===== config.mk =====
export PLATFORM = sky130hd
export DESIGN_NAME = fetch_unit_flat
export DESIGN_NICKNAME = d
export VERILOG_FILES = /design/src/rtl/fetch_unit_pkg.sv /design/src/rtl/fetch_unit_if.sv /design/src/rtl/fetch_unit_fifo.sv /design/src/rtl/fetch_unit.sv /design/src/flat_wrapper.sv
export SDC_FILE = /design/constraint.sdc
export NUM_CORES = 1
export LEC_CHECK = 0
export CORE_ASPECT_RATIO = 1.2
export CORE_UTILIZATION = 58
export DETAILED_ROUTE_END_ITERATION = 8
export PLACE_DENSITY = 0.85
export SETUP_SLACK_MARGIN = 0.02
export SYNTH_ARGS = -nofsm -noshare
export SYNTH_HDL_FRONTEND = slang
export SYNTH_HIERARCHICAL = 1
export SYNTH_SLANG_ARGS = --single-unit
export TNS_END_PERCENT = 20

===== constraint.sdc =====
create_clock -name clk -period 8.65 [get_ports clk]
set_input_delay 1.73 -clock clk [delete_from_list [all_inputs] [get_ports clk]]
set_output_delay 1.73 -clock clk [all_outputs]
set_load 0.01 [all_outputs]

===== src/rtl/fetch_unit_pkg.sv =====
//------------------------------------------------------------------------------
// Module : fetch_unit_pkg
// Brief  : Shared widths, reset PC and fetch-queue entry type for the fetch unit
// Rev    : 1.0  initial release
//------------------------------------------------------------------------------
`default_nettype none

`ifndef FETCH_UNIT_DEFINES
`define FETCH_UNIT_DEFINES
`define Inst_Width      32
`define Inst_Addr_Width 17
`endif

package fetch_unit_pkg;
  localparam int c_inst_w = `Inst_Width;
  localparam int c_addr_w = `Inst_Addr_Width;
  localparam logic [c_addr_w-1:0] c_reset_pc = '0;

  typedef struct packed {
    logic [c_inst_w-1:0] inst;
    logic [c_addr_w-1:0] pc;
  } fetch_entry_t;
endpackage

`default_nettype wire


===== src/rtl/fetch_unit_if.sv =====
//------------------------------------------------------------------------------
// Module : fetch_unit_if
// Brief  : Icache request/response, redirect and decode handshake bundle
// Rev    : 1.0  initial release
//------------------------------------------------------------------------------
`default_nettype none

interface fetch_unit_if #(
  parameter int INST_W = fetch_unit_pkg::c_inst_w,
  parameter int ADDR_W = fetch_unit_pkg::c_addr_w,
  parameter int CNT_W  = 3
) ();
  logic              pc_icache_ce;
  logic [ADDR_W-1:0] icache_addr;
  logic              sta_icache_stall;
  logic              icache_dec_enable;
  logic [INST_W-1:0] icache_dec_inst;
  logic              redirect_valid;
  logic [ADDR_W-1:0] redirect_pc;
  logic              dec_valid;
  logic              dec_ready;
  logic [INST_W-1:0] dec_inst;
  logic [ADDR_W-1:0] dec_pc;
  logic [CNT_W-1:0]  fq_count;

  modport master (
    output pc_icache_ce, icache_addr, dec_valid, dec_inst, dec_pc, fq_count,
    input  sta_icache_stall, icache_dec_enable, icache_dec_inst,
           redirect_valid, redirect_pc, dec_ready
  );

  modport slave (
    input  pc_icache_ce, icache_addr, dec_valid, dec_inst, dec_pc, fq_count,
    output sta_icache_stall, icache_dec_enable, icache_dec_inst,
           redirect_valid, redirect_pc, dec_ready
  );
endinterface

`default_nettype wire


===== src/rtl/fetch_unit_fifo.sv =====
//------------------------------------------------------------------------------
// Module : fetch_fifo
// Brief  : Synchronous DEPTH-entry FIFO with flush taking priority over push/pop
// Rev    : 1.0  initial release
//------------------------------------------------------------------------------
`default_nettype none

module fetch_fifo #(
  parameter int W     = 49,
  parameter int DEPTH = 4
) (
  input  wire logic                       clk,
  input  wire logic                       rst,
  input  wire logic                       i_push,
  input  wire logic                       i_pop,
  input  wire logic                       i_flush,
  input  wire logic [W-1:0]               i_din,
  output logic      [W-1:0]               o_dout,
  output logic      [$clog2(DEPTH+1)-1:0] o_count,
  output logic                            o_full,
  output logic                            o_empty
);
  localparam int PTR_W = $clog2(DEPTH);
  localparam int CNT_W = $clog2(DEPTH+1);

  logic [W-1:0]     r_mem [DEPTH];
  logic [PTR_W-1:0] r_head;
  logic [PTR_W-1:0] r_tail;
  logic [CNT_W-1:0] r_count;
  logic             w_push;
  logic             w_pop;

  assign o_full  = (r_count == CNT_W'(DEPTH));
  assign o_empty = (r_count == '0);
  assign o_count = r_count;
  assign o_dout  = r_mem[r_head];
  assign w_push  = i_push & ~o_full;
  assign w_pop   = i_pop & ~o_empty;

  always_ff @(posedge clk) begin
    if (!rst || i_flush) begin
      r_head  <= '0;
      r_tail  <= '0;
      r_count <= '0;
    end else begin
      if (w_push) r_tail <= r_tail + PTR_W'(1);
      if (w_pop)  r_head <= r_head + PTR_W'(1);
      r_count <= r_count + CNT_W'(w_push) - CNT_W'(w_pop);
    end
  end

  // Storage carries no reset; occupancy alone decides what is visible.
  always_ff @(posedge clk) begin
    if (rst && !i_flush && w_push) r_mem[r_tail] <= i_din;
  end
endmodule

`default_nettype wire


===== src/rtl/fetch_unit.sv =====
//------------------------------------------------------------------------------
// Module : fetch_unit
// Brief  : PC generator driving the icache plus fetch queue feeding decode
// Rev    : 1.0  initial release
//------------------------------------------------------------------------------
`default_nettype none

module fetch_unit
  import fetch_unit_pkg::*;
#(
  parameter int                INST_W   = c_inst_w,
  parameter int                ADDR_W   = c_addr_w,
  parameter int                DEPTH    = 4,
  parameter int                PC_INC   = 4,
  parameter logic [ADDR_W-1:0] RESET_PC = ADDR_W'(c_reset_pc)
) (
  input wire logic     clk,
  input wire logic     rst,
  fetch_unit_if.master bus
);
  localparam int CNT_W = $clog2(DEPTH+1);

  logic [ADDR_W-1:0]        r_pc;
  logic                     w_ce;
  logic                     w_accept;
  logic                     w_pop;
  logic                     w_full;
  logic                     w_empty;
  logic [INST_W+ADDR_W-1:0] w_head;
  logic [CNT_W-1:0]         w_count;

  // Full blocks the request even if decode pops this cycle: avoids a ready->ce path.
  assign w_ce     = rst & ~w_full & ~bus.redirect_valid;
  assign w_accept = w_ce & bus.icache_dec_enable & ~bus.sta_icache_stall;
  assign w_pop    = ~w_empty & bus.dec_ready;

  assign bus.pc_icache_ce = w_ce;
  assign bus.icache_addr  = r_pc;
  assign bus.dec_valid    = ~w_empty;
  assign bus.dec_inst     = w_head[INST_W+ADDR_W-1:ADDR_W];
  assign bus.dec_pc       = w_head[ADDR_W-1:0];
  assign bus.fq_count     = w_count;

  always_ff @(posedge clk) begin
    if (!rst)                    r_pc <= RESET_PC;
    else if (bus.redirect_valid) r_pc <= bus.redirect_pc;
    else if (w_accept)           r_pc <= r_pc + ADDR_W'(PC_INC);
  end

  fetch_fifo #(
    .W     (INST_W + ADDR_W),
    .DEPTH (DEPTH)
  ) u_fifo (
    .clk     (clk),
    .rst     (rst),
    .i_push  (w_accept),
    .i_pop   (w_pop),
    .i_flush (bus.redirect_valid),
    .i_din   ({bus.icache_dec_inst, r_pc}),
    .o_dout  (w_head),
    .o_count (w_count),
    .o_full  (w_full),
    .o_empty (w_empty)
  );
endmodule

`default_nettype wire


===== src/flat_wrapper.sv =====
// flat-port wrapper written by rule: the top's interface ports become plain ports
module fetch_unit_flat import fetch_unit_pkg::*;
#(
  parameter int                INST_W   = c_inst_w,
  parameter int                ADDR_W   = c_addr_w,
  parameter int                DEPTH    = 4,
  parameter int                PC_INC   = 4,
  parameter logic [ADDR_W-1:0] RESET_PC = ADDR_W'(c_reset_pc)
)
  (clk, rst, bus_pc_icache_ce, bus_icache_addr, bus_dec_valid, bus_dec_inst, bus_dec_pc, bus_fq_count, bus_sta_icache_stall, bus_icache_dec_enable, bus_icache_dec_inst, bus_redirect_valid, bus_redirect_pc, bus_dec_ready);
  fetch_unit_if #(.INST_W(INST_W), .ADDR_W(ADDR_W), .CNT_W(($clog2(DEPTH+1)))) bus_i ();
  input wire logic clk;
  input wire logic rst;
  output wire logic [$bits(bus_i.pc_icache_ce)-1:0] bus_pc_icache_ce;
  output wire logic [$bits(bus_i.icache_addr)-1:0] bus_icache_addr;
  output wire logic [$bits(bus_i.dec_valid)-1:0] bus_dec_valid;
  output wire logic [$bits(bus_i.dec_inst)-1:0] bus_dec_inst;
  output wire logic [$bits(bus_i.dec_pc)-1:0] bus_dec_pc;
  output wire logic [$bits(bus_i.fq_count)-1:0] bus_fq_count;
  input wire logic [$bits(bus_i.sta_icache_stall)-1:0] bus_sta_icache_stall;
  input wire logic [$bits(bus_i.icache_dec_enable)-1:0] bus_icache_dec_enable;
  input wire logic [$bits(bus_i.icache_dec_inst)-1:0] bus_icache_dec_inst;
  input wire logic [$bits(bus_i.redirect_valid)-1:0] bus_redirect_valid;
  input wire logic [$bits(bus_i.redirect_pc)-1:0] bus_redirect_pc;
  input wire logic [$bits(bus_i.dec_ready)-1:0] bus_dec_ready;
  assign bus_pc_icache_ce = bus_i.pc_icache_ce;
  assign bus_icache_addr = bus_i.icache_addr;
  assign bus_dec_valid = bus_i.dec_valid;
  assign bus_dec_inst = bus_i.dec_inst;
  assign bus_dec_pc = bus_i.dec_pc;
  assign bus_fq_count = bus_i.fq_count;
  assign bus_i.sta_icache_stall = bus_sta_icache_stall;
  assign bus_i.icache_dec_enable = bus_icache_dec_enable;
  assign bus_i.icache_dec_inst = bus_icache_dec_inst;
  assign bus_i.redirect_valid = bus_redirect_valid;
  assign bus_i.redirect_pc = bus_redirect_pc;
  assign bus_i.dec_ready = bus_dec_ready;
  fetch_unit #(.INST_W(INST_W), .ADDR_W(ADDR_W), .DEPTH(DEPTH), .PC_INC(PC_INC), .RESET_PC(RESET_PC)) u_core (.clk(clk), .rst(rst), .bus(bus_i));
endmodule

==> results.py <==
metrics = {
    "placed_design": {
        "post-place-ws_ns": 3.272,
        "globalplace.congestion": 0.8473,
        "port_buffers": 125,
        "dp.cells": 710,
        "hpwlAfterDp_mm": 9.944,
    },
    "routing": {
        "wl_per_cell_um": 22.25,
        "ant_nets": 0,
        "route.detailed.drc": 0,
        "vias": 4536,
        "drt_iter0_markers": 380,
        "routed_wl_mm": 16.60,
        "drtPass1Iterations": 5,
        "detail_route.vias_per_cell": 6.080,
    },
    "global_route": {
        "grt-ovfl-total": 0,
        "use_met1_pct": 31.05,
        "met3_usage_pct": 2.693,
        "grt_pass1_vias": 4620,
        "met2_usage_pct": 37.79,
        "top_usage_layer": "met2",
        "grt_usage_pct": 22.71,
        "grt_max_degree": 50,
        "grt_first_pass_wirelength_mm": 25.81,
        "antenna_found_initial": 0,
    },
    "cells_and_area": {
        "num_antenna_cells": 0,
        "area_growth_pct": 24.38,
        "n_fill_cell": 813,
        "utilization_pct": 74.01,
        "nets": 620,
        "drive_gt1_share_pct": 17.34,
        "finalNonFillerCells": 746,
    },
    "synthesis": {
        "syn-cell-area_um2": 8541,
        "yosysTopAreaCellShare_pct": 68.91,
        "synth_top_area_cell": "edfxtp_1",
        "synth_edf_count": 196,
        "syn-num-nets": 484,
        "syn_inst": 421,
        "synth-async-reset-ratio_pct": 0,
        "ys.warnings.count": 6,
        "ys_seq_elements": 222,
        "synth.distinct_cells": 50,
        "yosysMostFrequentCell": "edfxtp_1",
        "synth-seq-area-share_pct": 75.01,
        "ys_top_cells_by_count": "edfxtp_1 (196), mux4_2 (49), dfxtp_1 (26)",
        "synth.area.top_cells": "edfxtp_1 (69%), mux4_2 (13%), dfxtp_1 (6.1%), ha_1 (1.0%), nand4_1 (0.66%)",
        "ys.flop_type": "edfxtp_1",
        "syn_avg_cell_area_um2": 20.29,
    },
    "die": {
        "coreArea_um2": 14350,
        "fp-row-count": 48,
        "initial_core_util_pct": 59.50,
        "fp.dieArea_um2": 15220,
        "fp.dieW_um": 112.8,
        "die_h_um": 134.9,
        "pin_count": 126,
    },
    "clocking": {
        "ctsHoldBuffers": 0,
        "clock_latency_ns": 0.49,
        "cts_tree": "yes",
        "post_cts_buffers": 0,
        "numCtsBuffers": 20,
        "clk_pin_slew_worst_paths_ns": 0.06,
        "clock_path_buffers": 3,
        "cts.sinks": 222,
        "ctsResizeCount": 0,
        "htree_levels": 1,
        "root_buffer": "clkbuf_16",
    },
    "worst_setup_path": {
        "worstPathArrival_ns": 3.66,
        "slowest_stage": "clkdlybuf4s50_1",
        "max_stage_delay_ns": 0.81,
        "cpMostUsedCell": "clkdlybuf4s50_1",
        "required_ns": 6.92,
        "cp_cell_sequence": "clkdlybuf4s50_1 -> nand2b_1 -> nor2_1 -> clkdlybuf4s50_1",
        "ff2ff_setup_slack_ns": 5.50,
        "critPathKind": "input pin to output port",
        "crit_fanout": 22,
        "worst_setup_path_start_kind": "input pin",
        "crit_path_end_kind": "output port",
    },
    "sta": {
        "hold_viol_final": 0,
        "fmax_mhz": 185.5,
        "max_slew_margin_pct": 34.88,
        "setup-tns-final_ns": 0,
        "skew_ns": 0.006307,
        "finalCritPeriodShare_pct": 62.31,
        "fin_ws_ns": 3.260,
        "rsz0062_at_grt": "no",
        "timing.final.crit_period_ns": 5.390,
        "slew_viol_final": 0,
        "tightestPinTransition_ns": 0.9767,
        "setup_viol": 0,
    },
    "power": {
        "total_power_uw": 2168,
        "power_density_nw_per_um2": 204.1,
        "ir_drop_uv": 130.4,
        "p_leak_uw": 0.003391,
    },
    "flow_run": {
        "cap_violations": 0,
    },
    "outcome": {
        "outcome": "finished clean",
    },
    "worst_hold_path": {
        "min_path_type": "flip-flop to flip-flop",
    },
}
-- logic make-up after synthesis --
group | Yosys count | synth area share (%)
adders and majority gates | 8 | 1.260
DFF | 222 | 75.01
and+or+nand+nor | 66 | 4.878
buffers and inverters | 30 | 2.036
xor gates and xnor gates | 7 | 0.7179
muxes | 52 | 13.27
AOI/OAI and AO/OA | 36 | 2.828
-- where the power goes --
part / internal, µW / total, µW / switching, µW
sequential: 1170 / 1190 / 15.3
combinational: 42.3 / 73.7 / 31.4
clock: 550 / 907 / 357
-- path summary, 6_finish.rpt --
kind | from | end | cells past startpoint
worst min-delay path | u_core/u_fifo/r_head[0]$_SDFFE_PP0P_ | flip-flop | 2
worst max register to register | u_core/u_fifo/o_count[1]$_SDFF_PP0_ | u_core/u_fifo/o_count[2]$_SDFF_PP0_ | 13
worst max-delay path | bus_redirect_valid | bus_pc_icache_ce | 4
worst min register to register | u_core/u_fifo/r_head[0]$_SDFFE_PP0P_ | flip-flop | 2
-- worst max-delay path, delay by kind of cell --
| kind | cells | cell delay [ns] |
|---|---|---|
| buffers and inverters | 2 | 1.35 |
| and+or+nand+nor | 2 | 0.57 |
-- sequential cells by signal (all words and copies together) (netlist names), named ones only --
name	flops
u_core/u_fifo/r_mem	196
u_core/u_fifo/r_head	2
u_core/bus.icache_addr	17
u_core/u_fifo/o_count	3
u_core/u_fifo/r_tail	2
-- through the flow --
stage / hold slack (ns) / instance area (µm²)
after floorplan: 0.4591 / 8541
after global placement: 0.4635 / 9932
after detailed placement: 0.4706 / 9932
after CTS: 0.4809 / 10620
after global routing: 0.5536 / 10620
final: 0.4809 / 10620
-- cell type report --
| type | count | area [µm²] | share of cell area, % |
|---|---|---|---|
| Multi-Input combinational cell | 169 | 1961 | 18.46 |
| Inverter | 14 | 52.55 | 0.4947 |
| Timing Repair Buffer | 130 | 1289 | 12.13 |
| Tap cell | 175 | 219.0 | 2.061 |
| Clock inverter | 10 | 126.4 | 1.190 |
| Sequential cell | 222 | 6411 | 60.35 |
| Clock buffer | 26 | 564.3 | 5.312 |
-- layer usage --
metal / part of all wire, % / vias to the layer above
met5: 0 / -
met4: 3.4 / 0
met3: 5.7 / 41
met2: 51 / 201
met1: 40 / 2290
li1: - / 2004
-- cell usage in the layout (no fill, tap or decap), drive strengths merged, types with 2 or more instances in the layout --
master,n
bufinv,3
o31ai,2
clkdlybuf4s50,125
nor4,5
edfxtp,196
mux2i,3
dfxtp,26
a31oi,3
xor2,2
mux4,49
and3,5
a21oi,6
and2,3
nor2,8
o21ai,11
clkbuf,26
nand3,4
nand2b,2
xnor2,5
nor2b,7
buf,5
ha,7
a211oi,6
inv,14
nor3,7
nand4,9
clkinv,7
or3b,2
nand2,8
a311o,2
Power figures use the tool's default switching activity.
